--- config.mk ---
export PLATFORM = sky130hd
export DESIGN_NAME = multicycle_main_control
export DESIGN_NICKNAME = d
export VERILOG_FILES = /design/src/rtl/multicycle_main_control.sv
export SDC_FILE = /design/constraint.sdc
export NUM_CORES = 1
export LEC_CHECK = 0
export BUFFER_PORTS_ARGS = -buffer_cell sky130_fd_sc_hd__buf_2
export CAP_MARGIN = 20
export CELL_PAD_IN_SITES_DETAIL_PLACEMENT = 0
export CELL_PAD_IN_SITES_GLOBAL_PLACEMENT = 1
export CORE_UTILIZATION = 31
export DETAILED_ROUTE_END_ITERATION = 6
export GPL_TIMING_DRIVEN = 0
export PLACE_DENSITY_LB_ADDON = 0.1
export SYNTH_ARGS = -nofsm -noshare
export SYNTH_HDL_FRONTEND = slang
export SYNTH_SLANG_ARGS = --single-unit
--- constraint.sdc ---
create_clock -name clk -period 3.13 [get_ports clk]
set_input_delay 0.626 -clock clk [delete_from_list [all_inputs] [get_ports clk]]
set_output_delay 0.626 -clock clk [all_outputs]
set_load 0.01 [all_outputs]
--- src/rtl/multicycle_main_control.sv ---
// Main control FSM for the multicycle MIPS datapath: decodes the opcode and
// sequences one instruction over 3-5 steps, stalling on memory handshakes.
module multicycle_main_control #(
  parameter int MEM_HANDSHAKE = 1
) (
  input  logic       clk,
  input  logic       rst_n,
  input  logic [5:0] Op,
  input  logic       MemReady,
  output logic       PCWrite,
  output logic       PCWriteCond,
  output logic       IorD,
  output logic       MemRead,
  output logic       MemWrite,
  output logic       MemtoReg,
  output logic       IRWrite,
  output logic [1:0] PCSource,
  output logic       ALUOp1,
  output logic       ALUOp2,
  output logic [1:0] ALUSrcB,
  output logic       ALUSrcA,
  output logic       RegWrite,
  output logic       RegDst,
  output logic       IllegalOp,
  output logic [3:0] State
);

  // state    | meaning
  // FETCH    | read instruction at PC, PC <= PC + 4 when memory ready
  // DECODE   | read registers, precompute branch target, dispatch on Op
  // MEMADDR  | compute load/store effective address
  // MEMREAD  | load data memory access, wait for ready
  // MEMWB    | write loaded data to rt
  // MEMWRITE | store data memory access, wait for ready
  // EXECUTE  | R-type ALU operation
  // RWB      | write R-type result to rd
  // BRANCH   | beq compare, conditional PC write
  // JUMP     | PC <= jump target
  // ADDIEX   | addi ALU operation
  // ADDIWB   | write addi result to rt
  // IDLE     | held in / just leaving reset
  typedef enum logic [3:0] {
    FETCH    = 4'd0,
    DECODE   = 4'd1,
    MEMADDR  = 4'd2,
    MEMREAD  = 4'd3,
    MEMWB    = 4'd4,
    MEMWRITE = 4'd5,
    EXECUTE  = 4'd6,
    RWB      = 4'd7,
    BRANCH   = 4'd8,
    JUMP     = 4'd9,
    ADDIEX   = 4'd10,
    ADDIWB   = 4'd11,
    IDLE     = 4'd12
  } state_t;

  localparam logic [5:0] OP_RTYPE = 6'b000000;
  localparam logic [5:0] OP_J     = 6'b000010;
  localparam logic [5:0] OP_BEQ   = 6'b000100;
  localparam logic [5:0] OP_ADDI  = 6'b001000;
  localparam logic [5:0] OP_LW    = 6'b100011;
  localparam logic [5:0] OP_SW    = 6'b101011;

  state_t state_q;
  state_t state_d;
  logic   mem_rdy;
  logic   op_illegal;

  // Without a handshake the memory is assumed to complete every access in one cycle.
  assign mem_rdy = (MEM_HANDSHAKE != 0) ? MemReady : 1'b1;

  always_comb begin
    op_illegal = 1'b0;
    case (Op)
      OP_LW, OP_SW, OP_RTYPE, OP_BEQ, OP_J, OP_ADDI: op_illegal = 1'b0;
      default:                                       op_illegal = 1'b1;
    endcase
  end

  always_ff @(posedge clk or negedge rst_n) begin
    if (!rst_n) begin
      state_q <= IDLE;
    end else begin
      state_q <= state_d;
    end
  end

  always_comb begin
    state_d = FETCH;
    case (state_q)
      IDLE:     state_d = FETCH;
      FETCH:    state_d = mem_rdy ? DECODE : FETCH;
      DECODE: begin
        case (Op)
          OP_LW, OP_SW: state_d = MEMADDR;
          OP_RTYPE:     state_d = EXECUTE;
          OP_BEQ:       state_d = BRANCH;
          OP_J:         state_d = JUMP;
          OP_ADDI:      state_d = ADDIEX;
          default:      state_d = FETCH;
        endcase
      end
      MEMADDR:  state_d = (Op == OP_SW) ? MEMWRITE : MEMREAD;
      MEMREAD:  state_d = mem_rdy ? MEMWB : MEMREAD;
      MEMWB:    state_d = FETCH;
      MEMWRITE: state_d = mem_rdy ? FETCH : MEMWRITE;
      EXECUTE:  state_d = RWB;
      RWB:      state_d = FETCH;
      BRANCH:   state_d = FETCH;
      JUMP:     state_d = FETCH;
      ADDIEX:   state_d = ADDIWB;
      ADDIWB:   state_d = FETCH;
      default:  state_d = FETCH;
    endcase
  end

  // Outputs decode the current state only (FETCH write gating and IllegalOp
  // excepted), so the async reset to IDLE clears every strobe immediately.
  always_comb begin
    PCWrite     = 1'b0;
    PCWriteCond = 1'b0;
    IorD        = 1'b0;
    MemRead     = 1'b0;
    MemWrite    = 1'b0;
    MemtoReg    = 1'b0;
    IRWrite     = 1'b0;
    PCSource    = 2'b00;
    ALUOp1      = 1'b0;
    ALUOp2      = 1'b0;
    ALUSrcB     = 2'b00;
    ALUSrcA     = 1'b0;
    RegWrite    = 1'b0;
    RegDst      = 1'b0;
    IllegalOp   = 1'b0;
    case (state_q)
      FETCH: begin
        MemRead = 1'b1;
        ALUSrcB = 2'b01;
        IRWrite = mem_rdy;
        PCWrite = mem_rdy;
      end
      DECODE: begin
        ALUSrcB   = 2'b11;
        IllegalOp = op_illegal;
      end
      MEMADDR: begin
        ALUSrcA = 1'b1;
        ALUSrcB = 2'b10;
      end
      MEMREAD: begin
        MemRead = 1'b1;
        IorD    = 1'b1;
      end
      MEMWB: begin
        RegWrite = 1'b1;
        MemtoReg = 1'b1;
      end
      MEMWRITE: begin
        MemWrite = 1'b1;
        IorD     = 1'b1;
      end
      EXECUTE: begin
        ALUSrcA = 1'b1;
        ALUOp1  = 1'b1;
      end
      RWB: begin
        RegWrite = 1'b1;
        RegDst   = 1'b1;
      end
      BRANCH: begin
        ALUSrcA     = 1'b1;
        ALUOp2      = 1'b1;
        PCWriteCond = 1'b1;
        PCSource    = 2'b01;
      end
      JUMP: begin
        PCWrite  = 1'b1;
        PCSource = 2'b10;
      end
      ADDIEX: begin
        ALUSrcA = 1'b1;
        ALUSrcB = 2'b10;
      end
      ADDIWB: begin
        RegWrite = 1'b1;
      end
      default: begin
      end
    endcase
  end

  assign State = state_q;

endmodule

### Word level (Yosys, flattened, before mapping)

Index checks and enable logic that the tools add are counted.

* output and inout bits: 21
* input bits: 9
* logic and storage cells: 47
* flip-flop bits (word level): 4

* eq/ne operators: 16
* reduce and logical (&&, ||, !) cells: 9
* mux-type cells: 21

Operators with widths (number)
* $pmux W4 S7: 1
* $pmux W4 S5: 1
* $eq A4 B3 Y1 const B: 4
* $eq A4 B4 Y1 const B: 4
* $mux W1: 13
* $eq A6 B6 Y1 const B: 2
* $mux W3: 3
* $eq A4 B2 Y1 const B: 2
* $reduce_or A2 Y1: 4
* $eq A6 B2 Y1 const B: 1
* $eq A6 B3 Y1 const B: 1
* $eq A6 B4 Y1 const B: 1
* $logic_not A6 Y1: 1
* $pmux W2 S3: 1
* $reduce_or A6 Y1: 1
* $eq A4 B1 Y1 const B: 1
* $logic_not A4 Y1: 1
* $pmux W2 S2: 1
* $reduce_or A4 Y1: 1
* $reduce_or A3 Y1: 1
* $pmux W1 S2: 1

### Longest topological paths before layout

Gate-level depths: netlist (run 1).

* word-level depth: 4
* gate-level depth with buffers: 5

### Worst setup path before layout (run 1)

No wires, ideal clock.

* kind: register to output
* start: register state_q[0], in the netlist State[0]
* end: output PCWriteCond
* stages on the path, launching flop included: 6
* arrival time: 1299 ps
* required time: 2504 ps
* buffers on the path: 3
* setup slack: 1205 ps
* path through: dfrtp_1 buf_2 or2_1 clkbuf_1 nor2_1 buf_4

* cells in the longest elaborated chain, start to end: 2

RTL lines
* start: declaration: line 65 `state_t state_q;`
* start signal: assignment: line 85 `state_q <= state_d;`
* $eq A4 B4 Y1
* $mux W1
* end: declaration: line 11 `output logic PCWriteCond,`

Every way passes these cells.

### Worst setup path after layout (run 1)

* start: register state_q[2], in the netlist State[2]
* end: output PCWriteCond

* cells in the longest elaborated chain, start to end: 2

RTL lines
* $eq A4 B4 Y1: line 136 `case (state_q)`
* $mux W1: line 136

Every way passes these cells.

==> results of run 1 <==
-- area by class of cell --
cell class                 instances  area share (%)
multi-input combinational         60            52.9
buffer                             6            5.88
sequential                         4            14.2
timing repair buffer              29            20.1
tap                               16            2.77
clock buffer                       3            3.11
inverter                           2            1.04
-- worst max-delay path, delay by kind of cell, from the launching register on --
family / cells / cell delay [ps]
flops: 1 / 600
buf+inv: 3 / 460
simple gates: 2 / 330
-- logic make-up after synthesis --
logic type,after synthesis,share of synthesized area (%)
flops,4,19.2
mux,1,1.87
buf+inv,8,9.34
simple gates,38,40.7
compound gates,18,24.1
xor+xnor,3,4.91
-- final timing paths --
path	startpoint	end	slack (ps)	cells past startpoint
min	rst_n	State[0]	190	1
max reg2reg	State[2]	State[0]	1780	4
max in group asynchronous	rst_n	State[3]	2740	1
min in group clk	Op[4]	State[3]	670	4
min reg2reg	State[1]	State[3]	680	3
max	State[2]	PCWriteCond	890	5
-- layer usage --
layer,track usage (%),share of wire (%),vias up
li1,-,-,328
met1,24.1,52,283
met2,23.6,42,24
met3,2.50,5.0,2
met4,9.38,0.97,0
met5,0,0,-
-- metrics by stage --
step | power, mW | area (um2)
3_3_place_gp | 0.497 | 701
3_5_place_dp | 0.495 | 701
6_report | 0.555 | 723
5_1_grt | 0.612 | 723
4_1_cts | 0.562 | 723
2_1_floorplan | 0.366 | 536
-- power breakdown --
| part | switching [mW] | internal (mW) | leakage, nW |
|---|---|---|---|
| logic | 0.224 | 0.177 | 0.282 |
| registers | 0.0219 | 0.0705 | 0.0465 |
| clock network | 0.0193 | 0.0428 | 0.0138 |
| total | 0.265 | 0.290 | 0.343 |
-- cell usage after synthesis (all sizes together) (2+ instances only) --
cell type / instances
nand2b: 5
inv: 2
dfrtp: 2
xnor2: 2
a21oi: 4
nor3: 5
or2: 2
dfstp: 2
nor2: 12
buf: 5
o211ai: 2
nor3b: 2
and3: 2
o22ai: 2
o21ai: 2
nand2: 4
==> summary.md, run 1 <==
| Metric | Value |
|---|---|
| Outcome | complete, but fails checks |
| Failing checks | design-rule violations |
| RSZ-0062 raised after global routing | false |
| IO Pins | 30 |
| H-Tree Level Count | 1 |
| Final Setup Violations | 0 |
| Startpoint types | register |
| Worst skew pair latency | 230 ps |
| Initial antenna violation count | 0 |
| # rows | 14 |
| Routed len/inst | 12.0 um |
| Seq/Total Area, Yosys | 19.2% |
| Hpwl dp | 1070 um |
| Hold Vio Cnt, Final | 0 |
| Clock buffer depth | 2 |
| CP Capture Type | output port |
| Reg area | 103 um2 |
| Critical path class | reg -> out |
| CTS tree | done |
| Crit path DAT | 1610 ps |
| Final WS setup | 889 ps |
| Cell Pwr Density | around 770 nW/um2 |
| Max-Cap Viols | 0 |
| Multi-input gate area | 383 um2 |
| Final worst-path cycle share | approximately 72% |
| Final Slew Violations | 0 |
| Postcts setup bufs | 0 |
| Mapped Cells | 72 |
| HP Class | in -> async |
| Final worst path period need | 2240 ps |
| Drt pass-1 iters | 6 |
| ANT nets after route | 0 |
| Yosys reg bits | 4 |
| Slowest stage delay, CP | about 600 ps |
| Clock Tree Root | clkbuf_4 |
| Main flop type after synthesis | dfstp_2 |
| Fin util | roughly 46% |
| Fillers | around 170 |
| LEAKAGE | approximately 0.34 nW |
| Top area cells in the synthesized netlist | dfstp_2 (9.8%), dfrtp_1 (9.3%), nor2_1 (8.4%), nand2b_1 (4.7%), nor3_1 (4.7%) |
| Routed wire length | 1440 um |
| Core Footprint | 1560 um2 |
| DRC | 3 |
| Post-CTS Hold Buffers | 0 |
| Clock Skew | between 4 and 5 ps |
| Placed instance count | 117 |
| Initial Utilization | 34.3% |
| Via Count | 637 |
| Area grow syn2layout | 35.0% |
| WHS | 187 ps |
| Die area | 1900 um2 |
| Area leader, netlist | dfstp_2 |
| Max Freq | between 400 and 500 MHz |
| Initial drt markers | 13 |
| Max_slew headroom | between 60% and 70% |
| Yosys cell types | 38 |
| Largest net degree at the start of global routing | 11 |
| Clock-pin slew on the worst setup and hold paths | ~40 ps |
| CP max stage cell | dfstp_2 |
| Setup TNS | 0 ps |
| Place WS | 1090 ps |
| Global route overflow | 0 |
| Crit-path cells | buf_4, nand2b_1, nor2_1, buf_4, buf_2 |
| Die Y-Extent | 43.6 um |
| Via-to-Cell Ratio | approximately 5.3 |
| Nets@finish | between 100 and 150 |
| CP required | 2500 ps |
| Most frequent cells in the layout | buf_2 (30), nor2_1 (12), nor3_1 (5) |
| Antenna cell count | 0 |
| Mapped Area | ~540 um2 |
| Largest register FFs | 4 |
| Layout cell share with drive strength beyond 1 | between 40 and 50% |
| Synth top area share | roughly a tenth |
| Syn avg cell area | 7.44 um2 |
| CTS Buf Count | 3 |
| Slew of the pin with the lowest slew margin | roughly 470 ps |
| First-pass GRT wire length | 2370 um |
| CP most frequent cell | buf_4 |
| CTS sink cnt | 4 |
| Synth warn | 0 |
| Vias in the first global route | 528 |
| VDD IR max | 304 uV |
| CTS resizes | 0 |
| Syn Nets | 81 |
| Port bufs | 29 |
| GRT Resource Usage Total | between 10% and 20% |
| Commonest non-fill, non-tap cell in the layout | buf_2 |
| Critical path peak fanout | 10 |
| GP Congestion | 0.756 |
| Final Non-Filler Cells | 120 |
| Post-synth ARST share | 100% |
| EDFF count, synth | 0 |
| Die Width | 43.6 um |
Power figures use the tool's default switching activity.
==> run 2: changes to the inputs <==
- CORE_UTILIZATION: 31 -> 28
- clock period: 3.13 -> 2.27 ns (I/O delays scaled with it)
==> run 2 against run 1 <==
The flow now finishes without violations. Register-to-register slack worse by 980 ps. Worst hold slack worse by 170 ps. Combinational power up 38%. Critical path depth unchanged. Sequential share of layout area down 0.22 points. Cell count up 7.5%. Setup slack worse by 670 ps. First-iteration DRC count down 69%. Via count down 0.94%. Total power up 39%. Global-route usage down 0.79 points. Non-clock buffer count unchanged. Largest cell class unchanged.
==> summary.md, run 2 (synthesis results as in run 1) <==
| Metric | Value |
|---|---|
| Outcome | completed (was complete, but fails checks) |
| Hpwl dp | 1150 um (was 1070 um) |
| Slew of the pin with the lowest slew margin | 443 ps (was 472 ps) |
| Clock Skew | 2.00 ps (was 4.26 ps) |
| Final worst-path cycle share | 90.4% |
| Post-CTS Hold Buffers | 0 (unchanged) |
| Max-Cap Viols | 0 (unchanged) |
| Final worst path period need | 2050 ps |
| GP Congestion | 0.703 (was 0.756) |
| Commonest non-fill, non-tap cell in the layout | buf_2 (unchanged) |
| Hold Vio Cnt, Final | 0 (unchanged) |
| Antenna cell count | 0 (unchanged) |
| Grt met3 use | 3.57% (was 2.50%) |
| Routed len/inst | 12.1 um (was 12.0 um) |
| Nets@finish | 115 (unchanged) |
| LEAKAGE | 0.343 nW (unchanged) |
| HP Class | in -> async (unchanged) |
| Die area | 2090 um2 (was 1900 um2) |
| Via-to-Cell Ratio | 4.89 (was 5.31) |
| Largest net degree at the start of global routing | 11 (unchanged) |
| Clock buffer depth | 2 (unchanged) |
| Drt pass-1 iters | 3 (was 6) |
| Most frequent cells in the layout | buf_2 (30), nor2_1 (12), nor3_1 (5) (unchanged) |
| VDD IR max | 513 uV (was 304 uV) |
| Area grow syn2layout | 37.1% (was 35.0%) |
| Global route overflow | 0 (unchanged) |
| Vias in the first global route | 517 (was 528) |
| Gr busiest metal | met2 (was met1) |
| Clock Tree Root | clkbuf_4 (unchanged) |
| CP required | 1820 ps (was 2500 ps) |
| Initial Utilization | 30.4% (was 34.3%) |
| Critical path class | reg -> out (unchanged) |
| CTS tree | done (unchanged) |
| Placed instance count | 126 (was 117) |
| Met2 Resource Use GR | 25.7% (was 23.6%) |
| Setup TNS | 0 ps (unchanged) |
| Largest register FFs | 4 (unchanged) |
| H-Tree Level Count | 1 (unchanged) |
| Die Y-Extent | 45.7 um (was 43.6 um) |
| FF-to-FF Start | State[2] (unchanged) |
| Via Count | 631 (was 637) |
| CTS Buf Count | 3 (unchanged) |
| DRC | 0 (was 3) |
| Layout cell share with drive strength beyond 1 | 41.3% (unchanged) |
| Startpoint types | register (unchanged) |
| Worst skew pair latency | 240 ps (was 230 ps) |
| Routed wire length | 1560 um (was 1440 um) |
| Clock-pin slew on the worst setup and hold paths | 40 ps (about the same) |
| # rows | 15 (was 14) |
| GRT Resource Usage Total | 15.9% (was 16.7%) |
| First-pass GRT wire length | 2350 um (was 2370 um) |
| Max_slew headroom | 70.4% (was 68.4%) |
| Critical path peak fanout | 10 (unchanged) |
| RSZ-0062 raised after global routing | false (unchanged) |
| IO Pins | 30 (unchanged) |
| Port bufs | 29 (unchanged) |
| Postcts setup bufs | 0 (unchanged) |
| CP Capture Type | output port (unchanged) |
| Die Width | 45.7 um (was 43.6 um) |
| Final Slew Violations | 0 (unchanged) |
| CTS resizes | 0 (unchanged) |
| Crit path DAT | 1600 ps (was 1610 ps) |
| Final Setup Violations | 0 (unchanged) |
| R2R Setup Slk | 800 ps (was 1780 ps) |
| Final Non-Filler Cells | 129 (was 120) |
| Cell Pwr Density | 1050 nW/um2 (was 768 nW/um2) |
| FF-to-FF path depth | 4 (unchanged) |
| CTS sink cnt | 4 (unchanged) |
| Max Freq | a little under 500 MHz |
| Core Footprint | 1760 um2 (was 1560 um2) |
| Met1 GRT Util | 20.1% (was 24.1%) |
| Initial drt markers | 4 (was 13) |
| ANT nets after route | 0 (unchanged) |
| Initial antenna violation count | 0 (unchanged) |
| Worst flop-to-flop path endpoint | State[0] (unchanged) |
-- run 2: area by class of cell --
cell class                 count  area, um2
fill                         220       1030
multi-input combinational     60        383
timing repair buffer          29        145
sequential                     4        103
buffer                         6       42.5
tap                           25       31.3
clock buffer                   3       22.5
inverter                       2       7.51
-- run 2: per-layer routing --
metal,vias up,part of all wire (%)
met5,-,0
met1,283,47
met4,0,0.64
li1,325,-
met2,21,48
met3,2,4.9
-- run 2: worst max-delay path, cell delays in order, from the launching register on --
cell      delay, ps
dfstp_2         610
buf_4           200
nand2b_1        210
nor2_1           80
buf_4           130
buf_2           120
-- run 2: where the power goes --
group	total [mW]	internal [mW]	switching (mW)
logic	0.552	0.244	0.308
registers	0.130	0.0972	0.0326
clock network	0.0924	0.0594	0.0330
-- run 2: worst max path at each step --
stage	start	end	slack [ps]	cells after the start
final	State[2]	PCWriteCond	220	5
after global routing	State[2]	PCWriteCond	130	5
after CTS	State[2]	PCWriteCond	210	5
after detailed placement	State[2]	PCWriteCond	470	5
after global placement	State[2]	PCWriteCond	480	5
after floorplan	State[0]	PCWriteCond	520	5
-- run 2: through the flow --
step	worst slack (ps)	cell area [um2]	util [%]	total power [mW]	hold slack, ps
6_report	217	734	41.6	0.775	12.9
5_1_grt	134	734	41.6	0.844	17.5
4_1_cts	212	734	41.6	0.784	11.0
3_5_place_dp	473	712	40.4	0.687	267
3_3_place_gp	478	712	40.4	0.686	258
2_1_floorplan	517	536	-	0.505	158
